[src/rtl/alu_defs.sv]
// Opcode constants, PSR flag bit positions and execute-stage FSM states
// shared by the ALU, its execute controller and the register file users.
package alu_defs;

    localparam logic [3:0] OP_NOP  = 4'b0000;
    localparam logic [3:0] OP_AND  = 4'b0001;
    localparam logic [3:0] OP_OR   = 4'b0010;
    localparam logic [3:0] OP_XOR  = 4'b0011;
    localparam logic [3:0] OP_LSH  = 4'b0100;
    localparam logic [3:0] OP_ADD  = 4'b0101;
    localparam logic [3:0] OP_ADDU = 4'b0110;
    localparam logic [3:0] OP_ADDC = 4'b0111;
    localparam logic [3:0] OP_NOT  = 4'b1000;
    localparam logic [3:0] OP_SUB  = 4'b1001;
    localparam logic [3:0] OP_SUBC = 4'b1010;
    localparam logic [3:0] OP_CMP  = 4'b1011;
    localparam logic [3:0] OP_ASHU = 4'b1100;

    localparam int unsigned FLAG_Z = 4;
    localparam int unsigned FLAG_C = 3;
    localparam int unsigned FLAG_F = 2;
    localparam int unsigned FLAG_N = 1;
    localparam int unsigned FLAG_L = 0;

    typedef enum logic [1:0] {
        ST_IDLE,
        ST_EXEC,
        ST_WB
    } state_e;

    // Undefined opcodes fall through to 0 and therefore act as NOP.
    function automatic logic writes_reg(input logic [3:0] op);
        logic w;
        case (op)
            OP_AND, OP_OR, OP_XOR, OP_LSH, OP_ADD, OP_ADDU, OP_ADDC,
            OP_NOT, OP_SUB, OP_SUBC, OP_ASHU: w = 1'b1;
            default:                          w = 1'b0;
        endcase
        return w;
    endfunction

    function automatic logic sets_flags(input logic [3:0] op);
        logic s;
        case (op)
            OP_ADD, OP_ADDU, OP_ADDC, OP_SUB, OP_SUBC, OP_CMP: s = 1'b1;
            default:                                           s = 1'b0;
        endcase
        return s;
    endfunction

endpackage

[src/rtl/alu.sv]
// Combinational 16-bit ALU: logic, signed-amount shifts, add/sub with carry,
// compare; flags {Z,C,F,N,L}.
module alu
    import alu_defs::*;
#(
    parameter int unsigned WIDTH = 16
) (
    input  logic [3:0]       opcode,
    input  logic [WIDTH-1:0] a,
    input  logic [WIDTH-1:0] b,
    input  logic             cin,
    output logic [WIDTH-1:0] c,
    output logic [4:0]       flags
);

    logic             add_cin;
    logic             sub_cin;
    logic [WIDTH:0]   sum;
    logic [WIDTH:0]   diff;
    logic             add_ovf;
    logic             sub_ovf;
    logic [WIDTH-1:0] shamt;

    assign add_cin = (opcode == OP_ADDC) & cin;
    assign sub_cin = (opcode == OP_SUBC) & cin;
    assign sum     = {1'b0, a} + {1'b0, b} + (WIDTH + 1)'(add_cin);
    assign diff    = {1'b0, a} - {1'b0, b} - (WIDTH + 1)'(sub_cin);
    assign add_ovf = (a[WIDTH-1] == b[WIDTH-1]) && (sum[WIDTH-1] != a[WIDTH-1]);
    assign sub_ovf = (a[WIDTH-1] != b[WIDTH-1]) && (diff[WIDTH-1] != a[WIDTH-1]);
    // Shift magnitude; amounts of WIDTH or more flush the value out naturally.
    assign shamt   = b[WIDTH-1] ? (~b + 1'b1) : b;

    always_comb begin
        c     = '0;
        flags = '0;
        case (opcode)
            OP_AND: c = a & b;
            OP_OR:  c = a | b;
            OP_XOR: c = a ^ b;
            OP_NOT: c = ~a;
            OP_LSH: c = b[WIDTH-1] ? (a >> shamt) : (a << shamt);
            OP_ASHU: c = b[WIDTH-1] ? WIDTH'($signed(a) >>> shamt) : (a << shamt);
            OP_ADD, OP_ADDU, OP_ADDC: begin
                c             = sum[WIDTH-1:0];
                flags[FLAG_Z] = ~|sum[WIDTH-1:0];
                flags[FLAG_C] = sum[WIDTH];
                flags[FLAG_F] = (opcode != OP_ADDU) && add_ovf;
                flags[FLAG_N] = sum[WIDTH-1];
            end
            OP_SUB, OP_SUBC, OP_CMP: begin
                c             = diff[WIDTH-1:0];
                flags[FLAG_Z] = ~|diff[WIDTH-1:0];
                flags[FLAG_C] = diff[WIDTH];
                flags[FLAG_F] = sub_ovf;
                flags[FLAG_N] = $signed(a) < $signed(b);
                flags[FLAG_L] = a < b;
            end
            default: c = '0;
        endcase
    end

endmodule

[src/rtl/alu_exec_ctrl_regfile.sv]
// Register file: synchronous write, two combinational read ports and a
// combinational debug port, synchronous clear on reset.
module regfile #(
    parameter int unsigned NREGS = 16,
    parameter int unsigned WIDTH = 16
) (
    input  logic             clk,
    input  logic             reset,
    input  logic             we,
    input  logic [3:0]       waddr,
    input  logic [WIDTH-1:0] wdata,
    input  logic [3:0]       raddr_a,
    output logic [WIDTH-1:0] rdata_a,
    input  logic [3:0]       raddr_b,
    output logic [WIDTH-1:0] rdata_b,
    input  logic [3:0]       dbg_addr,
    output logic [WIDTH-1:0] dbg_data
);

    logic [WIDTH-1:0] regs [NREGS];

    always_ff @(posedge clk) begin
        if (reset) begin
            for (int unsigned i = 0; i < NREGS; i++) begin
                regs[i] <= '0;
            end
        end else if (we) begin
            regs[waddr] <= wdata;
        end
    end

    assign rdata_a  = regs[raddr_a];
    assign rdata_b  = regs[raddr_b];
    assign dbg_data = regs[dbg_addr];

endmodule

[src/rtl/alu_exec_ctrl.sv]
// Execute stage: accepts one instruction, reads operands, runs the ALU and
// writes back result and flags over a fixed IDLE -> EXEC -> WB sequence.
module alu_exec_ctrl
    import alu_defs::*;
#(
    parameter int unsigned NREGS = 16,
    parameter int unsigned WIDTH = 16
) (
    input  logic             clk,
    input  logic             reset,
    input  logic             in_valid,
    output logic             in_ready,
    input  logic [3:0]       op,
    input  logic [3:0]       rdest,
    input  logic [3:0]       rsrc,
    input  logic             use_imm,
    input  logic [WIDTH-1:0] imm,
    output logic             done,
    output logic [WIDTH-1:0] result,
    output logic [4:0]       psr,
    input  logic [3:0]       dbg_addr,
    output logic [WIDTH-1:0] dbg_data
);

    state_e           state;
    state_e           state_next;
    logic             accept;
    logic             load_ops;
    logic             wb;

    logic [3:0]       op_q;
    logic [3:0]       rdest_q;
    logic [3:0]       rsrc_q;
    logic             use_imm_q;
    logic [WIDTH-1:0] imm_q;
    logic [WIDTH-1:0] opa_q;
    logic [WIDTH-1:0] opb_q;

    logic [WIDTH-1:0] rd_a;
    logic [WIDTH-1:0] rd_b;
    logic [WIDTH-1:0] src;
    logic [WIDTH-1:0] alu_c;
    logic [4:0]       alu_flags;
    logic             rf_we;

    always_ff @(posedge clk) begin
        if (reset) begin
            state <= ST_IDLE;
        end else begin
            state <= state_next;
        end
    end

    always_comb begin
        state_next = state;
        in_ready   = 1'b0;
        accept     = 1'b0;
        load_ops   = 1'b0;
        wb         = 1'b0;
        case (state)
            ST_IDLE: begin
                in_ready = 1'b1;
                if (in_valid) begin
                    accept     = 1'b1;
                    state_next = ST_EXEC;
                end
            end
            ST_EXEC: begin
                load_ops   = 1'b1;
                state_next = ST_WB;
            end
            ST_WB: begin
                wb         = 1'b1;
                state_next = ST_IDLE;
            end
            default: state_next = ST_IDLE;
        endcase
    end

    assign src   = use_imm_q ? imm_q : rd_b;
    assign rf_we = wb && writes_reg(op_q);

    always_ff @(posedge clk) begin
        if (reset) begin
            op_q      <= '0;
            rdest_q   <= '0;
            rsrc_q    <= '0;
            use_imm_q <= 1'b0;
            imm_q     <= '0;
            opa_q     <= '0;
            opb_q     <= '0;
            done      <= 1'b0;
            result    <= '0;
            psr       <= '0;
        end else begin
            done <= wb;
            if (accept) begin
                op_q      <= op;
                rdest_q   <= rdest;
                rsrc_q    <= rsrc;
                use_imm_q <= use_imm;
                imm_q     <= imm;
            end
            // NOT is unary on the source operand, so it goes on the A side.
            if (load_ops) begin
                opa_q <= (op_q == OP_NOT) ? src : rd_a;
                opb_q <= src;
            end
            if (wb) begin
                result <= alu_c;
                if (sets_flags(op_q)) begin
                    psr <= alu_flags;
                end
            end
        end
    end

    regfile #(
        .NREGS(NREGS),
        .WIDTH(WIDTH)
    ) u_regfile (
        .clk     (clk),
        .reset   (reset),
        .we      (rf_we),
        .waddr   (rdest_q),
        .wdata   (alu_c),
        .raddr_a (rdest_q),
        .rdata_a (rd_a),
        .raddr_b (rsrc_q),
        .rdata_b (rd_b),
        .dbg_addr(dbg_addr),
        .dbg_data(dbg_data)
    );

    alu #(
        .WIDTH(WIDTH)
    ) u_alu (
        .opcode(op_q),
        .a     (opa_q),
        .b     (opb_q),
        .cin   (psr[FLAG_C]),
        .c     (alu_c),
        .flags (alu_flags)
    );

endmodule
[config.mk]
export PLATFORM = sky130hd
export DESIGN_NAME = alu_exec_ctrl
export DESIGN_NICKNAME = d
export VERILOG_FILES = /design/src/rtl/alu_defs.sv /design/src/rtl/alu.sv /design/src/rtl/alu_exec_ctrl_regfile.sv /design/src/rtl/alu_exec_ctrl.sv
export SDC_FILE = /design/constraint.sdc
export NUM_CORES = 1
export LEC_CHECK = 0
export ABC_CLOCK_PERIOD_IN_PS = 4990
export BUFFER_PORTS_ARGS = -buffer_cell sky130_fd_sc_hd__buf_2
export CAP_MARGIN = 20
export CORE_ASPECT_RATIO = 0.5
export CORE_MARGIN = 5
export CORE_UTILIZATION = 45
export DETAILED_ROUTE_END_ITERATION = 8
export GPL_ROUTABILITY_DRIVEN = 0
export GPL_TIMING_DRIVEN = 1
export REMOVE_ABC_BUFFERS = 1
export SYNTH_ARGS = -nofsm -noshare
export SYNTH_HDL_FRONTEND = slang
export SYNTH_SLANG_ARGS = --single-unit
[constraint.sdc]
create_clock -name clk -period 4.99 [get_ports clk]
set_input_delay 0.2495 -clock clk [delete_from_list [all_inputs] [get_ports clk]]
set_output_delay 0.2495 -clock clk [all_outputs]
set_load 0.05 [all_outputs]
==> impl_metrics.ini <==
[timing]
fmax_mhz = 225.8
clock_skew_ns = 0.03923
fin_ws_ns = 0.5621
min_period_ns = 4.428
finalHoldViolCount = 0
rsz0062_at_grt = no
slew_headroom_pct = 29.04
worstMarginPinSlew_ns = 1.062
finalSetupViolations = 0
slew_violations = 0
post-route-period-util_pct = 88.74
whs_ns = 0.005753

[cts]
cts.htree.levels = 2
cts_resized = 0
clock_path_buffers = 3
holdBufCountCts = 24
cts_tree = built
clkTransAtPathRegs_ns = 0.06
cts_setup_buffers = 0
numCtsBuffers = 36
numClockSinks = 350
cts-root-buf = clkbuf_16
clock_latency_ns = 0.55

[power]
p_sw_share_pct = 32.06
internal_power_mw = 5.559
p_switching_mw = 2.623
power.total_mw = 8.182
pwr-share-clk_pct = 32.8
powerDensity_nw_per_um2 = 306.8
combPwrFrac_pct = 25.8
vdd_drop_max_uv = 198.5
p_leak_nw = 9.110
seq_power_share_pct = 41.4

[synthesis]
netlist_top_cells_area = edfxtp_1 (32%), mux4_2 (23%), dfxtp_1 (7.9%), nor2_1 (6.1%), ha_1 (4.1%)
synth_seq_cells = 350
synth_area_per_cell_um2 = 11.28
ys_types = 91
synth_top_family_by_area = multiplexers
synthAdderAreaFrac_pct = 4.511
muxShareOfSynthArea_pct = 26.00
synth_xor_area_share_pct = 1.099
ys.flop_type = edfxtp_1
synth.top_cell.area_share_pct = 32.15
synth-compound-area-share_pct = 10.89
synth_edf_count = 256
synthMostInstantiatedCell = nor2_1
ys_warn_count = 0
synthArstFlopShare_pct = 0
synthesis.area_um2 = 23910
yosys.area_share.simple_pct = 13.19
synth_commonest_cells = nor2_1 (388), edfxtp_1 (256), mux4_2 (246), nand2_1 (146), clkbuf_1 (116)
ys_seq_area_share_pct = 40.02
yosysTopAreaCell = edfxtp_1
syn_inst = 2119

[worst_setup_path]
path_max_fanout = 17
cp_cell_sequence = inv_1, ha_1, ha_1, nor3_1, a211oi_1, a221oi_1, nand2_1, o221ai_1, or3_1, o21ai_2, buf_4, o21ai_0, nor2b_1
worst_path_largest_cell_delay_ns = 0.75
required_ns = 5.37
worst_path_max_delay_cell = dfxtp_1
crit_top_cell = ha_1
cp_data_arrival_time_ns = 4.80
critPathLaunchType = flop
crit_path_end_kind = flop
crit_type = reg -> reg

[floorplanning]
die_w_um = 336.0
core_um2 = 52270
initial_core_util_pct = 45.75
rows = 59
boundaryPins = 75
die_h_um = 173.0
die_area_um2 = 58120

[placement]
pre_cts_ws_ns = 0.6067
io_buffers = 74
place_hpwl_um = 55150

[global_route]
antenna_found_initial = 0
grt_pass1_wl_um = 122700
grt-ovfl-total = 0
grt_usage_pct = 28.04
grt_pass1_vias = 18510
grt_max_degree = 66

[detailed_routing]
ant_nets = 0
remaining_drc_errors = 0
drt-vias-per-instance = 6.625
post_drt_wl_per_cell_um = 28.60
drt_wl_total_um = 83010
first_pass_iters = 8
vias = 19230
first_iter_violations = 2803

[run_status]
outcome = complete, no violations

[finish]
nets = 2295
drive_gt1_share_pct = 24.61
insertedDiodeCount = 0
fill_cells = 4592
syn_to_final_growth_pct = 11.55

[worst_hold_path]
hold_class = in -> reg

[run]
maxCapViolCount = 0
through the flow:
step,setup TNS (ns),util (%),std cells,instance area (um^2)
6_report,0,51.03,2903,26670
2_1_floorplan,-90.89,-,1929,23100
3_3_place_gp,0,48.36,2815,25270
5_1_grt,0,51.03,2903,26670
4_1_cts,0,51.03,2903,26670
3_5_place_dp,0,48.36,2815,25270
worst paths after layout:
check | from | end | slack, ns | cells past startpoint
worst min-delay path | imm[9] | imm_q[9] | 0.006 | 3
worst max register to register | opb_q[3] | result[9] | 0.56 | 13
worst max-delay path | opb_q[3] | result[9] | 0.56 | 13
worst min register to register | rsrc_q[1] | flop | 0.45 | 2
flip-flops by register name (all words and copies together), names as in the netlist, named ones only:
signal / flops
rsrc_q: 4
op_q: 4
u_regfile.regs: 256
opb_q: 16
imm_q: 16
psr: 5
state: 2
done: 1
use_imm_q: 1
rdest_q: 4
result: 16
opa_q: 16
cell families after synthesis:
logic type / count (synthesis)
simple gates: 714
buf+inv: 247
fa+ha+maj: 84
compound gates: 381
flops: 350
xor+xnor: 30
mux: 313
power groups by stage:
stage	logic, mW	registers, mW	clock network, mW
global route	2.23	3.40	2.86
finish	2.11	3.39	2.68
global placement	2.04	3.44	0
detailed placement	2.04	3.44	0
CTS	2.06	3.38	2.72
floorplan	1.29	3.46	0
cells in the final DEF, fill, tap and decap left out, types with 12 or more instances in the layout:
cell and count:
a211oi_1 59, mux2i_1 65, o22ai_1 13, inv_1 56, nor4_1 12, edfxtp_1 256, dlygate4sd3_1 24, mux4_2 246
ha_1 79, nand3_1 30, clkbuf_16 37, o21ai_0 56, nor2_1 388, a21oi_1 108, a31oi_1 15, dfxtp_1 90
o211ai_1 12, xnor2_1 24, nor3_1 30, nand2_1 146, nand2b_1 29, buf_4 110, buf_2 72
area by class of cell:
cell class	count	area (um^2)	area share (%)
clock buffer	45	977.2	3.664
clock inverter	19	181.4	0.6802
tap	701	877.1	3.288
multi-input combinational	1522	13360	50.08
timing repair buffer	209	1486	5.573
inverter	57	214.0	0.8022
sequential	350	9579	35.92
layer usage:
layer	vias to the layer above	GRT usage (%)	part of all wire, %
met5	-	0	0
met4	0	9.854	4.1
met3	226	6.834	12
met2	1273	43.84	45
met1	9540	38.52	38
li1	8192	-	-
worst max-delay path: cells and delay by family, from the launching register on:
kind	cells	cell delay [ns]
adder cells (fa/ha/maj)	2	0.85
AO/OA/AOI/OAI	5	1.29
AND/OR/NAND/NOR	4	0.84
buffers and inverters	2	0.53
flip-flops	1	0.75
(Power assumes the default switching activity.)
